`src/rtl/ysyx_24100027_ifu.sv`:
```
// Instruction fetch unit: one fetch/deliver/execute round at a time, with PC
// update from a commit pulse and a sticky, reset-only-clearable fetch fault.
module ysyx_24100027_ifu #(
   parameter logic [31:0] RESET_PC = 32'h8000_0000
) (
   input  logic        clk,
   input  logic        rst_n,
   input  logic        PCActr,
   input  logic        PCBctr,
   input  logic [31:0] imm,
   input  logic [31:0] rs1,
   input  logic        commit_valid,
   output logic        req_valid,
   input  logic        req_ready,
   output logic [31:0] req_addr,
   input  logic        rsp_valid,
   input  logic [31:0] rsp_data,
   input  logic        rsp_err,
   output logic        inst_valid,
   input  logic        inst_ready,
   output logic [31:0] inst,
   output logic [31:0] inst_pc,
   output logic        fault
);

   typedef enum logic [2:0] {
      S_FETCH,
      S_WAIT,
      S_DELIVER,
      S_EXEC,
      S_HALT
   } state_e;

   state_e      state_q;
   logic [31:0] pc_q;
   logic [31:0] pc_d;
   logic [31:0] inst_q;
   logic [31:0] inst_pc_q;
   logic        fault_q;
   logic        req_valid_q;
   logic        inst_valid_q;
   logic [31:0] addend_a;
   logic [31:0] addend_b;

   // NOTE: every variable assigned here gets a value on every path first,
   // otherwise synthesis infers a latch to hold the old value.
   always_comb begin
      addend_a = PCActr ? imm : 32'd4;
      addend_b = PCBctr ? rs1 : pc_q;
      pc_d     = addend_a + addend_b;
      if (PCActr && PCBctr) begin
         pc_d[0] = 1'b0;
      end
   end

   // NOTE: state is updated with non-blocking assignments so every register
   // samples the pre-edge values, independent of statement order.
   always_ff @(posedge clk or negedge rst_n) begin
      if (!rst_n) begin
         state_q      <= S_FETCH;
         pc_q         <= RESET_PC;
         inst_q       <= 32'd0;
         inst_pc_q    <= 32'd0;
         fault_q      <= 1'b0;
         req_valid_q  <= 1'b0;
         inst_valid_q <= 1'b0;
      end else begin
         case (state_q)
            // req_valid is held low through reset and rises on the first edge.
            S_FETCH: begin
               if (req_valid_q && req_ready) begin
                  req_valid_q <= 1'b0;
                  state_q     <= S_WAIT;
               end else begin
                  req_valid_q <= 1'b1;
               end
            end
            S_WAIT: begin
               if (rsp_valid) begin
                  if (rsp_err) begin
                     fault_q <= 1'b1;
                     state_q <= S_HALT;
                  end else begin
                     inst_q       <= rsp_data;
                     inst_pc_q    <= pc_q;
                     inst_valid_q <= 1'b1;
                     state_q      <= S_DELIVER;
                  end
               end
            end
            S_DELIVER: begin
               if (inst_ready) begin
                  inst_valid_q <= 1'b0;
                  state_q      <= S_EXEC;
               end
            end
            S_EXEC: begin
               if (commit_valid) begin
                  if (pc_d[1]) begin
                     fault_q <= 1'b1;
                     state_q <= S_HALT;
                  end else begin
                     pc_q        <= pc_d;
                     req_valid_q <= 1'b1;
                     state_q     <= S_FETCH;
                  end
               end
            end
            S_HALT: begin
               state_q <= S_HALT;
            end
            default: begin
               state_q <= S_HALT;
               fault_q <= 1'b1;
            end
         endcase
      end
   end

   assign req_valid  = req_valid_q;
   assign req_addr   = pc_q;
   assign inst_valid = inst_valid_q;
   assign inst       = inst_q;
   assign inst_pc    = inst_pc_q;
   assign fault      = fault_q;

endmodule

```
`config.mk`:
```
export PLATFORM = sky130hd
export DESIGN_NAME = ysyx_24100027_ifu
export DESIGN_NICKNAME = d
export VERILOG_FILES = /design/src/rtl/ysyx_24100027_ifu.sv
export SDC_FILE = /design/constraint.sdc
export NUM_CORES = 1
export LEC_CHECK = 0
export CAP_MARGIN = 20
export CORE_AREA = 2 2 120 122
export CTS_CLUSTER_DIAMETER = 80
export DETAILED_ROUTE_END_ITERATION = 8
export DIE_AREA = 0 0 122 124
export PLACE_DENSITY_LB_ADDON = 0.05
export RECOVER_POWER = 100
export SLEW_MARGIN = 20
export SYNTH_ARGS = -nofsm -noshare
export SYNTH_HDL_FRONTEND = slang
export SYNTH_SLANG_ARGS = --single-unit
```
`constraint.sdc`:
```
create_clock -name clk -period 3 [get_ports clk]
set_clock_uncertainty 0.15 [all_clocks]
set_input_delay 0.9 -clock clk [delete_from_list [all_inputs] [get_ports clk]]
set_output_delay 0.9 -clock clk [all_outputs]
set_load 0.02 [all_outputs]
```
==> impl_metrics.env <==
export IMPL_hold_buffers=0
export IMPL_pin_count=204
export IMPL_cts_sinks=100
export IMPL_violations="capacitance limit, slew limit, setup timing"
export IMPL_fp_dieH_um=124
export IMPL_io_buffers=201
export IMPL_p_seq_share_pct=33.8
export IMPL_synth_area_mm2=0.006150
export IMPL_synth_cells=610
export IMPL_timing_final_ws_setup_ps=-181.0
export IMPL_ys_ff_latch=100
export IMPL_final_setup_viol_count=13
export IMPL_p_clk_share_pct=22.8
export IMPL_grt_pass1_vias=6186
export IMPL_switching_share_pct=34.17
export IMPL_wl_per_cell_um=18.04
export IMPL_start_kind="primary input"
export IMPL_groute_usage_overall_pct=25.89
export IMPL_rsz0062_at_grt="true"
export IMPL_overflow=0
export IMPL_die_area_mm2=0.01513
export IMPL_fp_dieW_um=122
export IMPL_fmax_mhz=314.4
export IMPL_postRouteAntennaNets=0
export IMPL_fin_setup_tns_ps=-1110
export IMPL_peakVddDrop_mv=0.3778
export IMPL_syn_to_final_growth_pct=75.34
export IMPL_synthDistinctLibCells=60
export IMPL_leakage_nw=5.065
export IMPL_nFillCells=920
export IMPL_rows=43
export IMPL_synth_commonest_cells="dfrtp_1, mux2_2, nand2_1"
export IMPL_wl_mm=20.38
export IMPL_timing_hold_violations_final=0
export IMPL_grt_max_degree=70
export IMPL_coreArea_mm2=0.01372
export IMPL_p_comb_share_pct=43.3
export IMPL_nNetsFinal=1082
export IMPL_worstSkewPairLatency_ps=350
export IMPL_status="complete, but fails checks"
export IMPL_synth_ff_type="dfrtp_1"
export IMPL_diodes=0
export IMPL_drv_cap=1
export IMPL_dp_hpwl_mm=14.29
export IMPL_path_max_fanout=7
export IMPL_async_reset_ff_share_pct=100.0
export IMPL_initial_core_util_pct=44.82
export IMPL_routabilityCongestion=0.9033
export IMPL_drive_gt1_share_pct=39.47
export IMPL_clk_pin_slew_ps=70
export IMPL_avgViaCountPerCell=5.293
export IMPL_synthTopCellsByArea="dfrtp_1, mux2_2, ha_1, nand2_1, and2_1"
export IMPL_cts_buffer_depth=2
export IMPL_avgSynthCellArea_um2=10.08
export IMPL_cts_root_buf="clkbuf_16"
export IMPL_yosysWarnings=0
export IMPL_dr_pass1_iters=4
export IMPL_worstPathRequired_ps=3140
export IMPL_vias=5981
export IMPL_min_period_ps=3181
export IMPL_powerDensity_mw_per_mm2=494.0
export IMPL_worst_slew_pin_slew_ps=1819
export IMPL_synth_area_leader_cell="dfrtp_1"
export IMPL_crit_arrival_ps=3320
export IMPL_grt_pass1_wl_mm=30.96
export IMPL_hp_class="reg -> reg"
export IMPL_drc=0
export IMPL_finalCritPeriodShare_pct=106.0
export IMPL_cts_max_level=3
export IMPL_path_class="in -> reg"
export IMPL_ys_seq_area_share_pct=40.71
export IMPL_switching_power_mw=1.820
export IMPL_yosysMostFrequentCell="dfrtp_1"
export IMPL_timing_slew_headroom_pct=-21.29
export IMPL_utilization_pct=78.60
export IMPL_synth_edf_count=0
export IMPL_cts_tree="yes"
export IMPL_cts_buffers=9
export IMPL_synth_top_area_share_pct=40.28
export IMPL_drt_iter0_drc=286
export IMPL_slew_violations=33
export IMPL_antenna_found_initial=0
export IMPL_critPathCaptureType="flop"
export IMPL_intPower_mw=3.507
[critical path, stage by stage]
cell and delay [ps]:
buf_12 120, buf_12 140, mux2_4 320, ha_4 300
and4_4 240, nand2_2 50, or4_4 520, o21ba_4 230
or4_1 400, nand3_1 90
[cells by family (layout without fill, tap and decap cells)]
| group | count (synthesis) | count (layout) | share of synthesized area [%] |
|---|---|---|---|
| xor gates and xnor gates | 24 | 24 | 3.418 |
| adders and majority gates | 32 | 32 | 6.633 |
| other | 1 | 2 | 0.06098 |
| and+or+nand+nor | 171 | 171 | 13.84 |
| muxes | 97 | 97 | 17.70 |
| buffers and inverters | 46 | 385 | 3.194 |
| DFF | 100 | 100 | 40.71 |
| AOI/OAI and AO/OA | 139 | 139 | 14.45 |
[sequential cells by signal (all words and copies together) (netlist names)]
| signal | count |
|---|---|
| inst_pc | 31 |
| req_valid | 1 |
| state_q | 3 |
| fault | 1 |
| inst | 32 |
| inst_valid | 1 |
| req_addr | 31 |
[through the flow]
step                power (mW)  setup WS (ps)  cells  hold slack (ps)  cell area (µm²)
finish                   5.327         -181.0   1130            324.8            10780
floorplan                2.877         -523.2    611            444.7             6482
global placement         3.899         -907.2   1078            308.5             9422
global route             5.602         -242.0   1130            346.6            10780
detailed placement       3.960         -910.7   1078            316.7             9422
CTS                      5.325         -182.9   1119            333.5            10320
[area by class of cell]
| class | instances | area, µm² | share of cell area, % |
|---|---|---|---|
| clock buffers | 10 | 229.0 | 2.123 |
| clock inverters | 6 | 71.32 | 0.6614 |
| inverters | 10 | 40.04 | 0.3713 |
| multi-input cells | 465 | 4349 | 40.33 |
| flip-flops and latches | 100 | 2504 | 23.22 |
| well taps | 180 | 225.2 | 2.089 |
| repair buffers | 359 | 3364 | 31.20 |
[repair_timing]
| item | 4_1_cts | 5_1_grt |
|---|---|---|
| endpoints found under the setup margin | 31 | 29 |
| pin swaps | 59 | 71 |
| cloned | 1 | 1 |
| resized for setup | 101 | 85 |
| setup buffers | 25 | 13 |
[routing by layer]
metal	up-vias	track usage, %	part of all wire, %
met2	168	45.84	51
met1	2927	32.78	42
met3	30	3.480	4.5
met4	0	8.190	2.0
li1	2856	-	-
met5	-	0	0
[power groups by stage]
stage / Combinational [mW] / Clock [mW] / Sequential, mW
6_report: 2.31 / 1.22 / 1.80
5_1_grt: 2.47 / 1.29 / 1.84
4_1_cts: 2.28 / 1.23 / 1.82
3_5_place_dp: 2.12 / 0 / 1.84
3_3_place_gp: 2.08 / 0 / 1.82
2_1_floorplan: 0.735 / 0 / 2.14
[final timing paths]
path / start / end / slack (ps) / depth (start not counted)
min reg2reg: fault / fault / 320 / 1
max: PCBctr / req_addr[30] / -180 / 10
min: fault / fault / 320 / 1
min in group asynchronous: rst_n / inst[10] / 870 / 1
max reg2reg: req_addr[0] / req_addr[19] / 210 / 11
max in group asynchronous: rst_n / req_addr[22] / 410 / 2
[layout by cell type, fill, tap and decap left out, drive strengths merged, types with 3 or more instances in the layout]
master,synthesis,layout
a211o,3,3
a211oi,7,7
a21o,19,19
a21oi,31,31
a221oi,4,4
a22oi,3,3
a31oi,5,5
and2,31,31
buf,7,157
clkbuf,29,15
clkdlybuf4s50,0,111
dfrtp,99,99
dlygate4sd2,0,8
dlygate4sd3,0,71
dlymetal6s2s,0,6
ha,31,31
inv,10,12
mux2,94,94
mux2i,3,3
nand2,61,61
nand2b,8,8
nand3,17,17
nand4,3,3
nor2,22,22
nor3,9,9
nor4,4,4
o21a,5,5
o21ai,42,42
o21bai,4,4
o31ai,3,3
or3,4,4
or4,3,3
xnor2,13,13
xor2,11,11
Note: power is estimated with default switching activity, not from simulation.
